===== config.mk =====
export PLATFORM = sky130hd
export DESIGN_NAME = exe_alu_unit
export DESIGN_NICKNAME = d
export VERILOG_FILES = /design/src/rtl/exe_alu_unit.sv
export SDC_FILE = /design/constraint.sdc
export NUM_CORES = 1
export LEC_CHECK = 0
export ABC_AREA = 1
export CELL_PAD_IN_SITES_DETAIL_PLACEMENT = 2
export CELL_PAD_IN_SITES_GLOBAL_PLACEMENT = 2
export CORE_ASPECT_RATIO = 2
export CORE_MARGIN = 5
export CORE_UTILIZATION = 34
export DETAILED_ROUTE_END_ITERATION = 16
export DONT_BUFFER_PORTS = 1
export PLACE_DENSITY_LB_ADDON = 0.1
export SLEW_MARGIN = 20
export SYNTH_ARGS = -nofsm -noshare
export SYNTH_HDL_FRONTEND = slang
export SYNTH_SLANG_ARGS = --single-unit

===== constraint.sdc =====
create_clock -name clk -period 0.8 [get_ports clk]
set_input_delay 0.08 -clock clk [delete_from_list [all_inputs] [get_ports clk]]
set_output_delay 0.08 -clock clk [all_outputs]
set_load 0.01 [all_outputs]

===== src/rtl/exe_alu_unit.sv =====
// Execute-stage ALU: second-operand shifter, ALU with NZCV flags
// and branch target adder, all outputs registered (1-cycle latency).
module exe_alu_unit (
    input  logic        clk,
    input  logic        rst,
    input  logic [3:0]  EXE_CMD,
    input  logic        MEM_R_EN,
    input  logic        MEM_W_EN,
    input  logic [31:0] PC,
    input  logic [31:0] Val_Rn,
    input  logic [31:0] Val_Rm,
    input  logic        imm,
    input  logic [11:0] Shift_operand,
    input  logic [23:0] Signed_imm_24,
    input  logic [3:0]  SR,
    output logic [31:0] ALU_result,
    output logic [31:0] Br_addr,
    output logic [3:0]  status
);

    logic [31:0] val2;
    logic [31:0] imm32;
    logic [4:0]  shamt;
    logic [4:0]  rot;
    logic [31:0] res;
    logic [32:0] sum;
    logic        c_out;
    logic        v_out;
    logic        flags_ok;
    logic        cin;
    logic        unused_bit4;

    assign unused_bit4 = Shift_operand[4];
    assign cin   = SR[1];
    assign shamt = Shift_operand[11:7];
    assign rot   = {Shift_operand[11:8], 1'b0};
    assign imm32 = {24'b0, Shift_operand[7:0]};

    // Rotations use the two-sided shift; a right shift of 0 leaves
    // the left term shifted by 32, which is 0, so amount 0 is a pass.
    always_comb begin
        val2 = 32'b0;
        if (MEM_R_EN || MEM_W_EN) begin
            val2 = {20'b0, Shift_operand};
        end else if (imm) begin
            val2 = (imm32 >> rot) | (imm32 << (6'd32 - {1'b0, rot}));
        end else begin
            case (Shift_operand[6:5])
                2'b00:   val2 = Val_Rm << shamt;
                2'b01:   val2 = Val_Rm >> shamt;
                2'b10:   val2 = $signed(Val_Rm) >>> shamt;
                default: val2 = (Val_Rm >> shamt)
                              | (Val_Rm << (6'd32 - {1'b0, shamt}));
            endcase
        end
    end

    always_comb begin
        sum      = 33'b0;
        res      = 32'b0;
        c_out    = 1'b0;
        v_out    = 1'b0;
        flags_ok = 1'b1;
        case (EXE_CMD)
            4'b0001: res = val2;
            4'b1001: res = ~val2;
            4'b0010, 4'b0011: begin
                sum = {1'b0, Val_Rn} + {1'b0, val2}
                    + {32'b0, (EXE_CMD[0] & cin)};
                res   = sum[31:0];
                c_out = sum[32];
                v_out = (Val_Rn[31] == val2[31])
                      && (res[31] != Val_Rn[31]);
            end
            4'b0100, 4'b0101: begin
                sum = {1'b0, Val_Rn} + {1'b0, ~val2}
                    + {32'b0, (EXE_CMD[0] ? cin : 1'b1)};
                res   = sum[31:0];
                c_out = sum[32];
                v_out = (Val_Rn[31] != val2[31])
                      && (res[31] != Val_Rn[31]);
            end
            4'b0110: res = Val_Rn & val2;
            4'b0111: res = Val_Rn | val2;
            4'b1000: res = Val_Rn ^ val2;
            default: flags_ok = 1'b0;
        endcase
    end

    always_ff @(posedge clk or negedge rst) begin
        if (!rst) begin
            ALU_result <= 32'b0;
            Br_addr    <= 32'b0;
            status     <= 4'b0;
        end else begin
            ALU_result <= res;
            Br_addr    <= PC + {{8{Signed_imm_24[23]}}, Signed_imm_24};
            status     <= flags_ok
                        ? {res[31], (res == 32'b0), c_out, v_out}
                        : 4'b0;
        end
    end

endmodule


==> results of run 1 <==
## metrics by stage
stage	instances	setup slack [ps]	hold WS [ps]
after floorplan	2993	-3170	-216
after global placement	4424	-4810	-214
## cells by family after synthesis
group | after synthesis | synth area share, %
xor+xnor | 37 | 2.04
simple gates | 1765 | 46.9
flops | 68 | 10.5
fa+ha+maj | 138 | 10.8
mux | 1 | 0.0615
compound gates | 537 | 18.3
buf+inv | 447 | 11.4
==> flow_summary.yaml, run 1 <==
status:
  status: "did not finish"
  stop_stage: "detailed placement"
  firstError: "[ERROR DPL-0033] detailed placement checks failed during check placement."
synthesis:
  ys_seq_area_share_pct: 10.5
  synth_top_area_share_pct: 20.0
  yosys_warnings: 0
  ys_ff_latch: 68
  ys_types: 58
  synthCells: 2993
  synth_fp_nets: 3276
  synthArstFlopShare_pct: 100
  synth_commonest_cells: "868 x nand2_1, 505 x nand3_1, 285 x inv_1, 265 x nor2_1, 221 x a21oi_1"
  avgSynthCellArea_sq_um: 5.43
  synth-edff-count: 0
  netlist_area_sq_um: 16300
  synthFlopType: "dfrtp_1"
  yosysMostFrequentCell: "nand2_1"
  synth_area_leaders: "nand2_1 20%, nand3_1 16%, dfrtp_1 10%"
  yosysTopAreaCell: "nand2_1"
die:
  ioPinCount: 213
  dieHeight_um: 319
  placementRows: 113
  start_util_pct: 34.2
  die_w_um: 165
placed_design:
  dp_hpwl_mm: 125
  routabilityCongestion: 1.20
  port_buffers: 0
==> run 2, diff against run 1 <==
CELL_PAD_IN_SITES_DETAIL_PLACEMENT = default   (was 2)
CELL_PAD_IN_SITES_GLOBAL_PLACEMENT = default   (was 2)
CORE_ASPECT_RATIO = default   (was 2)
CORE_UTILIZATION = 40   (was 34)
PLACE_DENSITY_LB_ADDON = 0.15   (was 0.1)
==> run 2 against run 1 <==
The flow now finishes, with violations (negative hold slack, negative setup slack). Synthesized cell count unchanged. Area after synthesis unchanged.
==> flow_summary.yaml, run 2 <==
cells_and_area:
  layout_common_cells: "893 x buf_4, 649 x nand2_1, 330 x nand3_1, 237 x inv_1, 176 x nand2_2"
  diodes: 0
  top_regs: "ALU_result x32, Br_addr x32, status x4"
  nNetsFinal: 4152
  syn_to_final_growth_pct: 79.2
  utilization_pct: 72.9
  layout_commonest_cell: "buf_4"
  drive_gt1_share_pct: 49.5
clocking:
  cts.sinks: 68
  cts_buffer_depth: 2
  cts-buffers-inserted: 9
  cts_hold_buf: 3
  cts_root_buffer: "clkbuf_16"
  cts.clk_slew.worst_paths_ps: 70
  htree_levels: 3
  cts_tree: "done"
pwr:
  switchingPower_mw: 15.8
  p_seq_share_pct: 14.3
  internal-power_mw: 17.0
  clockPowerShare_pct: 13.5
  peakVddDrop_mv: 1.11
  total_power_mw: 32.7
  switching_share_pct: 48.1
  p_leak_nw: 14.5
  p_per_area_nw_per_um2: 1120
  combPwrFrac_pct: 72.2
synthesis:
  synth_top_area_share_pct: 20.0
  ys_types: 58
  synth_fp_nets: 3276
  yosysMostFrequentCell: "nand2_1"
  ys_ff_latch: 68
  ys_seq_area_share_pct: 10.5
  netlist_area_sq_um: 16300
  synth_area_leaders: "nand2_1 20%, nand3_1 16%, dfrtp_1 10%"
  yosysTopAreaCell: "nand2_1"
  synth-edff-count: 0
  synth_commonest_cells: "868 x nand2_1, 505 x nand3_1, 285 x inv_1, 265 x nor2_1, 221 x a21oi_1"
  yosys_warnings: 0
  synthFlopType: "dfrtp_1"
  synthArstFlopShare_pct: 100
  avgSynthCellArea_sq_um: 5.43
  synthCells: 2993
route:
  first_iter_violations: 3929
  drcViolationCount: 0
  viasPerCell: 6.08
  dr.pass1.iters: 7
  wl_mm: 106
  wire_per_inst_um: 24.1
  via_count: 26700
  drtAntennaViolNets: 0
die:
  core_area_sq_um: 40000
  die_w_um: 212
  start_util_pct: 40.7
  dieHeight_um: 212
  die_area_sq_um: 44800
  placementRows: 73
  ioPinCount: 213
timing:
  rsz0062_at_grt: "true"
  fin_crit_sh_pct: 506
  setup_viol: 131
  hold_viol_final: 69
  fin_ws_ps: -3250
  fmax_mhz: 247
  layout_min_cycle_time_ps: 4050
  slew_violations: 0
  fin_hold_ws_ps: -611
  worstMarginPinSlew_ps: 735
  relSlewSlack_pct: 50.8
global_routing:
  grtUsageTotal_pct: 42.9
  grt_max_degree: 85
  antenna_found_initial: 0
  grt_pass1_wl_mm: 149
  grt_overflow: 0
  first_global_vias: 25700
worst_setup_path:
  endpoint_kind: "register"
  worstPathMaxFanout: 84
  worstPathArrival_ps: 4370
  start_kind: "primary input"
  crit_path_top_delay_cell: "o21ai_0"
  critical_path_class: "in2reg"
  required_ps: 1120
  slowest_delay_ps: 310
placed_design:
  routabilityCongestion: 1.10
  dp_hpwl_mm: 78.1
  port_buffers: 0
worst_hold_path:
  hold_class: "in2async"
job:
  maxCapViolCount: 0
status:
  violations: "negative hold slack, negative setup slack"
  status: "complete, but fails checks"
run 2: layout make-up:
cell class | count | area, sq um
multi-input combinational | 2478 | 17000
timing repair buffer | 1004 | 8300
inverter | 308 | 1240
clock buffer | 9 | 225
fill | 3116 | 10900
sequential | 68 | 1700
tap | 525 | 657
clock inverter | 7 | 72.6
run 2: worst max-delay path: cells and delay by family:
family / cells / cell delay, ps
and+or+nand+nor: 19 / 2340
adders and majority gates: 1 / 230
buffers and inverters: 8 / 1030
AOI/OAI and AO/OA: 4 / 640
run 2: power groups by stage:
stage | Combinational, mW | Sequential (mW) | Clock, mW
floorplan | 8.65 | 4.55 | 0
detailed placement | 16.8 | 4.75 | 0
CTS | 20.7 | 4.70 | 4.37
global route | 24.7 | 4.74 | 4.53
finish | 23.6 | 4.69 | 4.41
global placement | 16.6 | 4.74 | 0
run 2: routing by layer:
metal,GRT usage [%],routed length [um],vias up,share of wire (%)
li1,-,-,11700,-
met1,51.2,37700,12500,36
met2,70.5,47400,1910,45
met3,9.66,11900,576,11
met4,25.8,8960,0,8.5
met5,0,0,-,0
run 2: metrics by stage:
| stage | setup TNS, ps | instance area (sq um) | worst slack (ps) | hold slack, ps | instances |
|---|---|---|---|---|---|
| 2_1_floorplan | -118400 | 16700 | -3170 | -216 | 2993 |
| 3_3_place_gp | -152460 | 23000 | -4400 | -213 | 4209 |
| 6_report | -123750 | 29200 | -3250 | -611 | 4399 |
| 5_1_grt | -129830 | 29200 | -3320 | -618 | 4399 |
| 3_5_place_dp | -154370 | 23000 | -4470 | -214 | 4209 |
| 4_1_cts | -112120 | 27400 | -2960 | -619 | 4350 |
run 2: cells by family after synthesis:
| family | Yosys count | synth area share [%] |
|---|---|---|
| xor+xnor | 37 | 2.04 |
| buf+inv | 447 | 11.4 |
| flops | 68 | 10.5 |
| fa+ha+maj | 138 | 10.8 |
| compound gates | 537 | 18.3 |
| simple gates | 1765 | 46.9 |
| mux | 1 | 0.0615 |
run 2: worst max-delay path by stage:
stage | startpoint | endpoint | slack [ps] | cells after the start
after floorplan | Shift_operand[9] | status[2] | -3170 | 35
after global placement | Shift_operand[7] | status[2] | -4400 | 33
after detailed placement | Shift_operand[7] | status[2] | -4470 | 29
after CTS | Shift_operand[8] | status[2] | -2960 | 27
after global routing | Shift_operand[7] | status[2] | -3320 | 37
final | Shift_operand[8] | status[2] | -3250 | 32
run 2: timing repair:
action | in CTS | in global routing
hold endpoints to repair | 72 | 69
gates resized for setup | 802 | 352
cloned | 5 | 1
setup buffers | 128 | 48
endpoints found under the setup margin | 130 | 132
pin swaps | 224 | 196
No activity file was read; power rests on OpenSTA's default activity.
